### src/rtl/cpu_pkg.sv
// -----------------------------------------------------------------------------
// cpu_pkg
// Shared CPU constants and types used by the register-file write-back logic.
//   DATA_WIDTH / ADDR_WIDTH : default register data and address widths
//   REG_ZERO                : index of the hard-wired zero register (x0)
//   wb_req_t                : one write-back request {addr, data}
// -----------------------------------------------------------------------------
package cpu_pkg;

   localparam int DATA_WIDTH = 32;
   localparam int ADDR_WIDTH = 5;

   localparam logic [ADDR_WIDTH-1:0] REG_ZERO = '0;

   typedef struct packed {
      logic [ADDR_WIDTH-1:0] addr;
      logic [DATA_WIDTH-1:0] data;
   } wb_req_t;

endpackage

### src/rtl/wb_fifo.sv
// -----------------------------------------------------------------------------
// wb_fifo
// Synchronous FIFO holding pending memory/load write-back results.
// Ports:
//   clk, rst            : clock (rising edge), asynchronous active-high reset
//   push, push_addr/data: enqueue a result (ignored while full)
//   pop                 : dequeue the head (ignored while empty)
//   count, full, empty  : occupancy status
//   head_addr/head_data : oldest entry
//   entry_addrs         : per-slot destination address, flattened; slots that
//                         do not hold a live entry read as 0 so they can never
//                         match a non-zero hazard query
// DEPTH must be a power of two (>= 2) so the pointers wrap naturally.
// -----------------------------------------------------------------------------
module wb_fifo #(
   parameter int DATA_WIDTH = 32,
   parameter int ADDR_WIDTH = 5,
   parameter int DEPTH      = 4,
   localparam int PTR_W     = $clog2(DEPTH),
   localparam int CNT_W     = PTR_W + 1
) (
   input  logic                        clk,
   input  logic                        rst,
   input  logic                        push,
   input  logic [ADDR_WIDTH-1:0]       push_addr,
   input  logic [DATA_WIDTH-1:0]       push_data,
   input  logic                        pop,
   output logic [CNT_W-1:0]            count,
   output logic                        full,
   output logic                        empty,
   output logic [ADDR_WIDTH-1:0]       head_addr,
   output logic [DATA_WIDTH-1:0]       head_data,
   output logic [DEPTH*ADDR_WIDTH-1:0] entry_addrs
);

   logic [ADDR_WIDTH-1:0] addr_mem [DEPTH];
   logic [DATA_WIDTH-1:0] data_mem [DEPTH];
   logic [PTR_W-1:0]      rd_ptr;
   logic [PTR_W-1:0]      wr_ptr;
   logic                  do_push;
   logic                  do_pop;

   assign full    = (count == CNT_W'(DEPTH));
   assign empty   = (count == '0);
   assign do_push = push && !full;
   assign do_pop  = pop && !empty;

   assign head_addr = addr_mem[rd_ptr];
   assign head_data = data_mem[rd_ptr];

   // Storage carries no reset: only pointers/count define which slots are live.
   always_ff @(posedge clk) begin
      if (do_push) begin
         addr_mem[wr_ptr] <= push_addr;
         data_mem[wr_ptr] <= push_data;
      end
   end

   always_ff @(posedge clk or posedge rst) begin
      if (rst) begin
         rd_ptr <= '0;
         wr_ptr <= '0;
         count  <= '0;
      end else begin
         if (do_push) wr_ptr <= wr_ptr + 1'b1;
         if (do_pop)  rd_ptr <= rd_ptr + 1'b1;
         case ({do_push, do_pop})
            2'b10:   count <= count + 1'b1;
            2'b01:   count <= count - 1'b1;
            default: count <= count;
         endcase
      end
   end

   // A slot is live when its distance from the read pointer is below count.
   always_comb begin
      logic [PTR_W-1:0] off;
      off         = '0;
      entry_addrs = '0;
      for (int i = 0; i < DEPTH; i++) begin
         off = PTR_W'(i) - rd_ptr;
         if ({1'b0, off} < count)
            entry_addrs[i*ADDR_WIDTH +: ADDR_WIDTH] = addr_mem[i];
      end
   end

endmodule

### src/rtl/regfile_writeback.sv
// -----------------------------------------------------------------------------
// regfile_writeback
// Write-side driver for the CPU register file. Merges the single-cycle ALU
// result path (no backpressure) with the memory/load path (valid/ready into a
// small FIFO), arbitrates with starvation protection, drives the single
// registered write port and reports per-register pending-write (busy) status.
// Ports:
//   clk, rst                         : clock, asynchronous active-high reset
//   alu_valid/alu_addr/alu_data      : ALU result; alu_stall -> ALU must hold
//   mem_valid/mem_addr/mem_data      : memory result; mem_ready -> accepted
//   write_en/write_address_0/write_data : registered register-file write port
//   query_addr_0/1, busy_0/1         : hazard queries against in-flight writes
// Optional build macro WB_BYPASS_EN adds fwd_hit_0/1 and fwd_data_0/1 so a
// same-cycle register-file read can take the value being written; under a
// forward hit busy_n then reflects buffered FIFO entries only.
// -----------------------------------------------------------------------------
module regfile_writeback #(
   parameter int DATA_WIDTH   = cpu_pkg::DATA_WIDTH,
   parameter int ADDR_WIDTH   = cpu_pkg::ADDR_WIDTH,
   parameter int FIFO_DEPTH   = 4,
   parameter int STARVE_LIMIT = 3
) (
   input  logic                  clk,
   input  logic                  rst,
   input  logic                  alu_valid,
   input  logic [ADDR_WIDTH-1:0] alu_addr,
   input  logic [DATA_WIDTH-1:0] alu_data,
   output logic                  alu_stall,
   input  logic                  mem_valid,
   output logic                  mem_ready,
   input  logic [ADDR_WIDTH-1:0] mem_addr,
   input  logic [DATA_WIDTH-1:0] mem_data,
   output logic                  write_en,
   output logic [ADDR_WIDTH-1:0] write_address_0,
   output logic [DATA_WIDTH-1:0] write_data,
   input  logic [ADDR_WIDTH-1:0] query_addr_0,
   input  logic [ADDR_WIDTH-1:0] query_addr_1,
   output logic                  busy_0,
   output logic                  busy_1
`ifdef WB_BYPASS_EN
   ,
   output logic                  fwd_hit_0,
   output logic                  fwd_hit_1,
   output logic [DATA_WIDTH-1:0] fwd_data_0,
   output logic [DATA_WIDTH-1:0] fwd_data_1
`endif
);

   import cpu_pkg::*;

   localparam int CNT_W = $clog2(FIFO_DEPTH) + 1;
   localparam int SC_W  = (STARVE_LIMIT < 1) ? 1 : $clog2(STARVE_LIMIT + 1);
   localparam logic [ADDR_WIDTH-1:0] ZERO_ADDR = ADDR_WIDTH'(REG_ZERO);

   logic [CNT_W-1:0]                 fifo_count;
   logic                             fifo_full;
   logic                             fifo_empty;
   logic [ADDR_WIDTH-1:0]            head_addr;
   logic [DATA_WIDTH-1:0]            head_data;
   logic [FIFO_DEPTH*ADDR_WIDTH-1:0] entry_addrs;
   logic                             fifo_push;
   logic [SC_W-1:0]                  starve_cnt;
   logic                             alu_req;
   logic                             alu_win;
   logic                             fifo_win;

   function automatic logic fifo_has(input logic [ADDR_WIDTH-1:0]            q,
                                     input logic [FIFO_DEPTH*ADDR_WIDTH-1:0] vec);
      logic hit;
      hit = 1'b0;
      for (int i = 0; i < FIFO_DEPTH; i++)
         if (vec[i*ADDR_WIDTH +: ADDR_WIDTH] == q) hit = 1'b1;
      return hit;
   endfunction

   // Ready depends on occupancy only: a same-cycle pop does not free a slot.
   assign mem_ready = !rst && (fifo_count < CNT_W'(FIFO_DEPTH));
   assign fifo_push = mem_valid && mem_ready && !fifo_full;

   wb_fifo #(
      .DATA_WIDTH (DATA_WIDTH),
      .ADDR_WIDTH (ADDR_WIDTH),
      .DEPTH      (FIFO_DEPTH)
   ) u_fifo (
      .clk         (clk),
      .rst         (rst),
      .push        (fifo_push),
      .push_addr   (mem_addr),
      .push_data   (mem_data),
      .pop         (fifo_win),
      .count       (fifo_count),
      .full        (fifo_full),
      .empty       (fifo_empty),
      .head_addr   (head_addr),
      .head_data   (head_data),
      .entry_addrs (entry_addrs)
   );

   // Arbitration: writes to x0 are not requests. The starve counter only
   // builds while the FIFO is non-empty, so an empty FIFO never blocks the ALU.
   assign alu_req   = alu_valid && (alu_addr != ZERO_ADDR);
   assign alu_win   = alu_req && ((starve_cnt < SC_W'(STARVE_LIMIT)) || fifo_empty);
   assign fifo_win  = !alu_win && !fifo_empty;
   assign alu_stall = alu_req && fifo_win;

   always_ff @(posedge clk or posedge rst) begin
      if (rst) begin
         starve_cnt <= '0;
      end else if (fifo_win || fifo_empty) begin
         starve_cnt <= '0;
      end else if (alu_win && (starve_cnt < SC_W'(STARVE_LIMIT))) begin
         starve_cnt <= starve_cnt + 1'b1;
      end
   end

   // ---- output stage: winning request -> register-file write port ----
   always_ff @(posedge clk or posedge rst) begin
      if (rst) begin
         write_en        <= 1'b0;
         write_address_0 <= '0;
         write_data      <= '0;
      end else if (alu_win) begin
         write_en        <= 1'b1;
         write_address_0 <= alu_addr;
         write_data      <= alu_data;
      end else if (fifo_win) begin
         // An x0 head is consumed but never written.
         write_en        <= (head_addr != ZERO_ADDR);
         write_address_0 <= head_addr;
         write_data      <= head_data;
      end else begin
         write_en        <= 1'b0;
      end
   end

   // ---- hazard status from current state (same-cycle push not visible) ----
   logic out_hit_0;
   logic out_hit_1;
   assign out_hit_0 = write_en && (write_address_0 == query_addr_0);
   assign out_hit_1 = write_en && (write_address_0 == query_addr_1);

`ifdef WB_BYPASS_EN
   assign fwd_hit_0  = out_hit_0 && (query_addr_0 != ZERO_ADDR);
   assign fwd_hit_1  = out_hit_1 && (query_addr_1 != ZERO_ADDR);
   assign fwd_data_0 = write_data;
   assign fwd_data_1 = write_data;

   // The output-stage value is forwarded, so only buffered entries are busy.
   assign busy_0 = (query_addr_0 != ZERO_ADDR) &&
                   (fifo_has(query_addr_0, entry_addrs) || (out_hit_0 && !fwd_hit_0));
   assign busy_1 = (query_addr_1 != ZERO_ADDR) &&
                   (fifo_has(query_addr_1, entry_addrs) || (out_hit_1 && !fwd_hit_1));
`else
   assign busy_0 = (query_addr_0 != ZERO_ADDR) &&
                   (fifo_has(query_addr_0, entry_addrs) || out_hit_0);
   assign busy_1 = (query_addr_1 != ZERO_ADDR) &&
                   (fifo_has(query_addr_1, entry_addrs) || out_hit_1);
`endif

endmodule

### config.mk
export PLATFORM = sky130hd
export DESIGN_NAME = regfile_writeback
export DESIGN_NICKNAME = d
export VERILOG_FILES = /design/src/rtl/cpu_pkg.sv /design/src/rtl/wb_fifo.sv /design/src/rtl/regfile_writeback.sv
export SDC_FILE = /design/constraint.sdc
export NUM_CORES = 1
export LEC_CHECK = 0
export BUFFER_PORTS_ARGS = -buffer_cell sky130_fd_sc_hd__buf_2
export CAP_MARGIN = 10
export CORE_AREA = 2 2 132 134
export DETAILED_ROUTE_END_ITERATION = 8
export DIE_AREA = 0 0 134 136
export PLACE_DENSITY = 0.77
export SLEW_MARGIN = 40
export SYNTH_ARGS = -nofsm -noshare
export SYNTH_HDL_FRONTEND = slang
export SYNTH_HIERARCHICAL = 1
export SYNTH_SLANG_ARGS = --single-unit
### constraint.sdc
create_clock -name clk -period 3.4 [get_ports clk]
set_input_delay 0.34 -clock clk [delete_from_list [all_inputs] [get_ports clk]]
set_output_delay 0.34 -clock clk [all_outputs]
set_load 0.01 [all_outputs]
-- Word-level counts from Yosys, hierarchy flattened
Memories as Yosys holds them, arrays and structs flattened.
Cells that the tools add are included.
- flip-flop bits (word level): 47
- memory bits (writable): 148
- input bits: 88
- logic and storage cells: 90
- memories kept: 2
- $add $sub $neg: 9
- $lt $le $gt $ge: 6
- equality and inequality tests: 13
- multiplexer cells: 23
- reduce and logical (&&, ||, !) cells: 30
- memory list (memory ; words ; width ; rd ports ; clocked after memory_dff ; wr ports ; RTL line ; RTL):
    u_fifo.data_mem ; 4 ; 32 ; 1 ; 0 ; 1 ; wb_fifo.sv:37 ; logic [DATA_WIDTH-1:0] data_mem [DEPTH];
    u_fifo.addr_mem ; 4 ; 5 ; 5 ; 0 ; 1 ; wb_fifo.sv:36 ; logic [ADDR_WIDTH-1:0] addr_mem [DEPTH];
- operator list (kind ; count):
    2-to-1 mux 32 bit ; 2
    == test 5 bit ; 10
    2-to-1 mux 5 bit ; 6
    nonzero test 5 bit ; 4
    logical AND 1 bit ; 14
    < comparator 2 x 3 -> 1 bit ; 4
    2-to-1 mux 1 bit ; 12
    adder 2 x 1 -> 2 bit (second input constant) ; 3
    case mux 3 bit (2 select lines) ; 1
    nonzero test 2 bit ; 3
    logical NOT 1 bit ; 4
    logical OR 1 bit ; 4
    2-to-1 mux 2 bit ; 2
    subtractor 1 x 2 -> 2 bit (first input constant) ; 2
    subtractor 2 bit (first input constant) ; 2
    adder 3 x 1 -> 3 bit (second input constant) ; 1
    == test 3 bit (second input constant) ; 1
    logical NOT 3 bit ; 1
    < comparator 3 bit (second input constant) ; 1
    subtractor 3 x 1 -> 3 bit (second input constant) ; 1
    == test 2 x 1 -> 1 bit (second input constant) ; 1
    == test 2 bit (second input constant) ; 1
    < comparator 2 bit (second input constant) ; 1

-- Depth between registers and ports, before layout
- depth in word-level cells: 10
- mapped depth: 13
- depth with buffers taken out: 11

-- Hierarchy
The synthesis kept the hierarchy.
- by module, submodules not included (module ; times used ; cells an instance ; area an instance (um^2)):
    wb_fifo ; 1 ; 269 ; 6089.6
    regfile_writeback ; 1 ; 277 ; 2693.8

-- Worst setup path before layout
Ideal clock, no wire load.
- path type: input to register
- from: input alu_addr[0]
- to: register u_fifo.count[2]
- library setup time: 80 ps
- arrival time: 2622 ps
- data required time: 3320 ps
- setup slack: 698 ps
- stages: 13
- buffers on the path: 2
- path through: or4_4 o21ai_2 o21bai_1 buf_2 buf_2 inv_1 o31a_1 ha_1 inv_1 fa_1 xor2_1 nor2_1 xnor2_1
- word-level cells in the longest chain between the ends: 8
- ends and longest elaborated chain (what ; RTL line ; RTL):
    start: declaration ; regfile_writeback.sv:26 ; input logic [ADDR_WIDTH-1:0] alu_addr,
    nonzero test 5 bit (*) ; regfile_writeback.sv:101 ; assign alu_req = alu_valid && (alu_addr != ZERO_ADDR);
    logical AND 1 bit (*) ; regfile_writeback.sv:101 ;
    logical AND 1 bit (*) ; regfile_writeback.sv:102 ; assign alu_win = alu_req && ((starve_cnt < SC_W'(STARVE_LIMIT)) || fifo_empty);
    logical NOT 1 bit (*) ; regfile_writeback.sv:103 ; assign fifo_win = !alu_win && !fifo_empty;
    logical AND 1 bit (*) ; regfile_writeback.sv:103 ;
    net fifo_win ; regfile_writeback.sv:65 ; logic fifo_win;
    logical AND 1 bit (*) ; wb_fifo.sv:46 ; assign do_pop = pop && !empty;
    net u_fifo.do_pop ; wb_fifo.sv:41 ; logic do_pop;
    == test 2 x 1 -> 1 bit or == test 2 bit (tied branches) ; wb_fifo.sv:67 ; case ({do_push, do_pop})
    case mux 3 bit (2 select lines) or nonzero test 2 bit (tied branches) ; n/a ;
    end signal: assignment ; wb_fifo.sv:68 ; 2'b10: count <= count + 1'b1;
    end signal: assignment ; wb_fifo.sv:69 ; 2'b01: count <= count - 1'b1;
    end signal: assignment ; wb_fifo.sv:70 ; default: count <= count;
    end: declaration ; wb_fifo.sv:28 ; output logic [CNT_W-1:0] count,
Mark *: on every way through the listed nets, which the timed path passes. The rest lies on a longest branch.
A chain may end at the register's enable or synchronous reset.

-- Final worst setup path
- from: register u_fifo.rd_ptr[0]
- to: output busy_1
- RTL lines (what ; RTL line ; RTL):
    start: declaration ; wb_fifo.sv:38 ; logic [PTR_W-1:0] rd_ptr;
    start signal: assignment ; wb_fifo.sv:66 ; if (do_pop) rd_ptr <= rd_ptr + 1'b1;
    subtractor 2 bit ; wb_fifo.sv:81 ; off = PTR_W'(i) - rd_ptr;
    < comparator 2 x 3 -> 1 bit ; wb_fifo.sv:82 ; if ({1'b0, off} < count)
    2-to-1 mux 5 bit ; wb_fifo.sv:82 ;
    net entry_addrs[12] ; regfile_writeback.sv:60 ; logic [FIFO_DEPTH*ADDR_WIDTH-1:0] entry_addrs;
    == test 5 bit ; regfile_writeback.sv:72 ; if (vec[i*ADDR_WIDTH +: ADDR_WIDTH] == q) hit = 1'b1;
    2-to-1 mux 1 bit (2 in a row) ; regfile_writeback.sv:72 ;
    logical OR 1 bit ; regfile_writeback.sv:157 ; (fifo_has(query_addr_1, entry_addrs) || out_hit_1);
    logical AND 1 bit ; regfile_writeback.sv:156 ; assign busy_1 = (query_addr_1 != ZERO_ADDR) &&
    end: declaration ; regfile_writeback.sv:39 ; output logic busy_1
The timed path passes the listed nets, and every way through them passes these cells.

==> metrics.yaml <==
synth_top_area_cell: "edfxtp_1"
critPathArrivalTime_ns: 2.79
viasPerCell: 5.81
final_util_pct: 60.7
hold_violations: 0
cap_violations: 0
start_util_pct: 52.0
skew_ns: 0.00752
syn_inst: 546
critPathLaunch: "u_fifo/rd_ptr[0]$_DFFE_PP0P_"
ys_seq_elements: 195
synthMuxAreaShare_pct: 13.6
max_freq_mhz: 320
worstHoldStart: "mem_data[0]"
cts_tree: "yes"
finalCritPeriodShare_pct: 91.9
grt_usage_pct: 22.2
layout_commonest_cell: "edfxtp_1"
p_leak_nw: 3.76
cts-buffers-inserted: 17
pin_count: 130
dp_slack_ns: 0.595
slew_viol_final: 0
ys_top_cells_by_area: "edfxtp_1 51%, dfrtp_1 13%, mux4_2 9.5%, mux2i_1 4.0%, xnor2_1 3.7%"
slew_headroom_pct: 47.5
nets: 763
path_clk_slew_ns: 0.07
ys_types: 39
drt_iter0_markers: 475
synthesis.area_um2: 8780
crit_fanout: 10
grt_pass1_wl_mm: 30.2
layout_common_cells: "148 x edfxtp_1, 129 x buf_2, 45 x dfrtp_1, 37 x a21oi_1, 37 x mux4_2"
fillCellCount: 1266
synth_top_family_by_area: "multiplexers"
tightest_slew_ns: 0.787
path_cells: "xnor2_2 -> ha_1 -> a21o_1 -> a21boi_1 -> xnor2_1 -> nand3_1 -> o22ai_1 -> a31oi_1 -> a21oi_1 -> buf_2"
ctsHtreeMaxLevel: 4
fp.dieH_um: 136
peakVddDrop_mv: 0.417
regArea_um2: 5620
grt_setup_unrepaired: "no"
drc: 0
yosysWarnings: 6
num_rows: 48
synth_top_area_share_pct: 50.6
setup_viol: 0
setup_ws_ns: 0.275
slowest_delay_ns: 0.51
stdcell_area_um2: 10200
synth_seq_area_share_pct: 64.0
r2r_end: "u_fifo/count[2]$_DFFE_PP0P_"
hold_slack_ns: 0.121
cts_setup_buffers: 0
wl_per_cell_um: 21.4
drive_gt1_share_pct: 33.5
r2r-start: "u_fifo/count[0]$_DFFE_PP0P_"
synthAdderAreaFrac_pct: 1.65
hold_end: "u_fifo/data_mem[3][0]$_DFFE_PP_"
clk_latency_ns: 0.43
route.antenna.remaining_nets: 0
tns_ns: 0
syn-num-nets: 645
wl_mm: 19.3
num_vias: 5249
dpl_cell_area_um2: 9610
cts_root_buf: "clkbuf_16"
multiInputGateArea_um2: 2910
area_growth_pct: 16.7
grt_overflow_total: 0
dieArea_um2: 18200
crit_buf_inv: 1
rr_worst_depth: 10
firstDrtPassIters: 5
io_buffer_count: 129
cts_sinks: 195
crit_path_end_kind: "output pin"
core_region_area_um2: 16900
clockBufferDepth: 2
cp_slowest_cell: "dfrtp_2"
antenna_found_initial: 2
required_ns: 3.06
synth_compound_area_share_pct: 7.83
r2r_setup_slack_ns: 1.11
finalCriticalPeriod_ns: 3.13
crit_type: "reg -> out"
die_w_um: 134
crit_path_start_kind: "flip-flop"
synth.avg_cell_area_um2: 16.1
grt_max_degree: 58
gp_congestion: 0.870
power_density_nw_per_um2: 792
synth-simple-area-share_pct: 3.69
synth_xor_area_share_pct: 5.68
dp_hpwl_mm: 13.0
status: "finished, final reports clean"
crit_family: "compound AO/OA/AOI/OAI gates"
first_global_vias: 5550
hold_class: "in -> reg"
worstHoldPathCells: 1
==> layer usage <==
metal / up-vias / track usage (%) / part of all wire (%)
li1: 2370 / - / -
met4: 0 / 8.22 / 1.8
met3: 28 / 5.93 / 6.0
met5: - / 0 / 0
met2: 184 / 38.2 / 52
met1: 2667 / 27.2 / 40
==> flip-flops by register name, indices dropped and copies added (netlist names) <==
name             flops
starve_cnt           2
u_fifo/addr_mem     20
u_fifo/count         3
u_fifo/data_mem    128
u_fifo/rd_ptr        2
u_fifo/wr_ptr        2
write_address_0      5
write_data          32
write_en             1
==> through the flow <==
stage               instances  power, mW
floorplan                 546       5.37
global placement          869       6.00
detailed placement        869       6.12
CTS                       902       8.09
global route              903       8.57
finish                    904       8.12
==> worst max path at each step <==
stage                                       end  slack, ns  cells after the start
CTS                                      busy_1       0.12                     11
global route                             busy_1       0.04                     11
floorplan           u_fifo/count[2]$_DFFE_PP0P_       0.70                     13
detailed placement                       busy_1       0.60                     11
global placement                         busy_1       0.67                     10
finish                                   busy_1       0.27                     10
==> synth_stat cells <==
cell type and instances:
nor3_1 5, o21ai_0 2, dfrtp_1 47, buf_4 6, a21boi_0 11, edfxtp_1 148, nor4_1 3, nor4b_1 2
a21o_1 2, mux2_4 1, o21a_1 1, or4_1 3, inv_1 12, nor3b_4 1, buf_12 3, nand3_1 6
nor2_1 12, buf_2 9, o32ai_1 34, o21ai_2 2, fa_1 1, xor2_1 20, nand2_1 7, o31a_1 1
nor2b_2 1, buf_6 2, buf_8 1, o22ai_1 5, xnor2_1 37, ha_1 10, a31oi_1 4, nand2b_1 2
o21bai_1 1, a21oi_1 37, mux4_2 37, clkbuf_1 20, mux2i_1 35, or4_4 1, and2_1 14
==> power breakdown <==
group | switching, mW | leakage (nW) | internal [mW]
combinational | 1.56 | 1.61 | 1.33
sequential | 0.284 | 1.87 | 2.98
clock | 0.836 | 0.282 | 1.13
total | 2.68 | 3.76 | 5.44
==> timing repair <==
item                                    CTS  global route
resized for setup                         0            18
endpoints found under the setup margin    0             2
hold endpoints to repair                  7             0
hold buffers                              1             0
==> cell families after synthesis <==
kind of cell	count (synthesis)
flops	195
compound gates	100
mux	73
xor+xnor	57
simple gates	57
buf+inv	53
fa+ha+maj	11
==> worst reg2reg max path, cell delays in order, from the launching register on <==
cell     delay (ns)
dfrtp_1        0.55
nor3b_4        0.09
nor4b_1        0.25
nor2b_2        0.34
inv_1          0.08
ha_1           0.23
inv_1          0.08
fa_1           0.19
xor2_1         0.15
nor2_1         0.07
xnor2_1        0.12
==> final cells by class <==
type / count / share of cell area, %
antenna: 2 / 0.0488
clock buffer: 24 / 4.92
clock inverter: 8 / 0.867
inverter: 12 / 0.464
multi-input combinational: 298 / 28.4
sequential: 195 / 54.9
tap: 225 / 2.75
timing repair buffer: 140 / 7.65
Note: power is estimated with default switching activity, not from simulation.
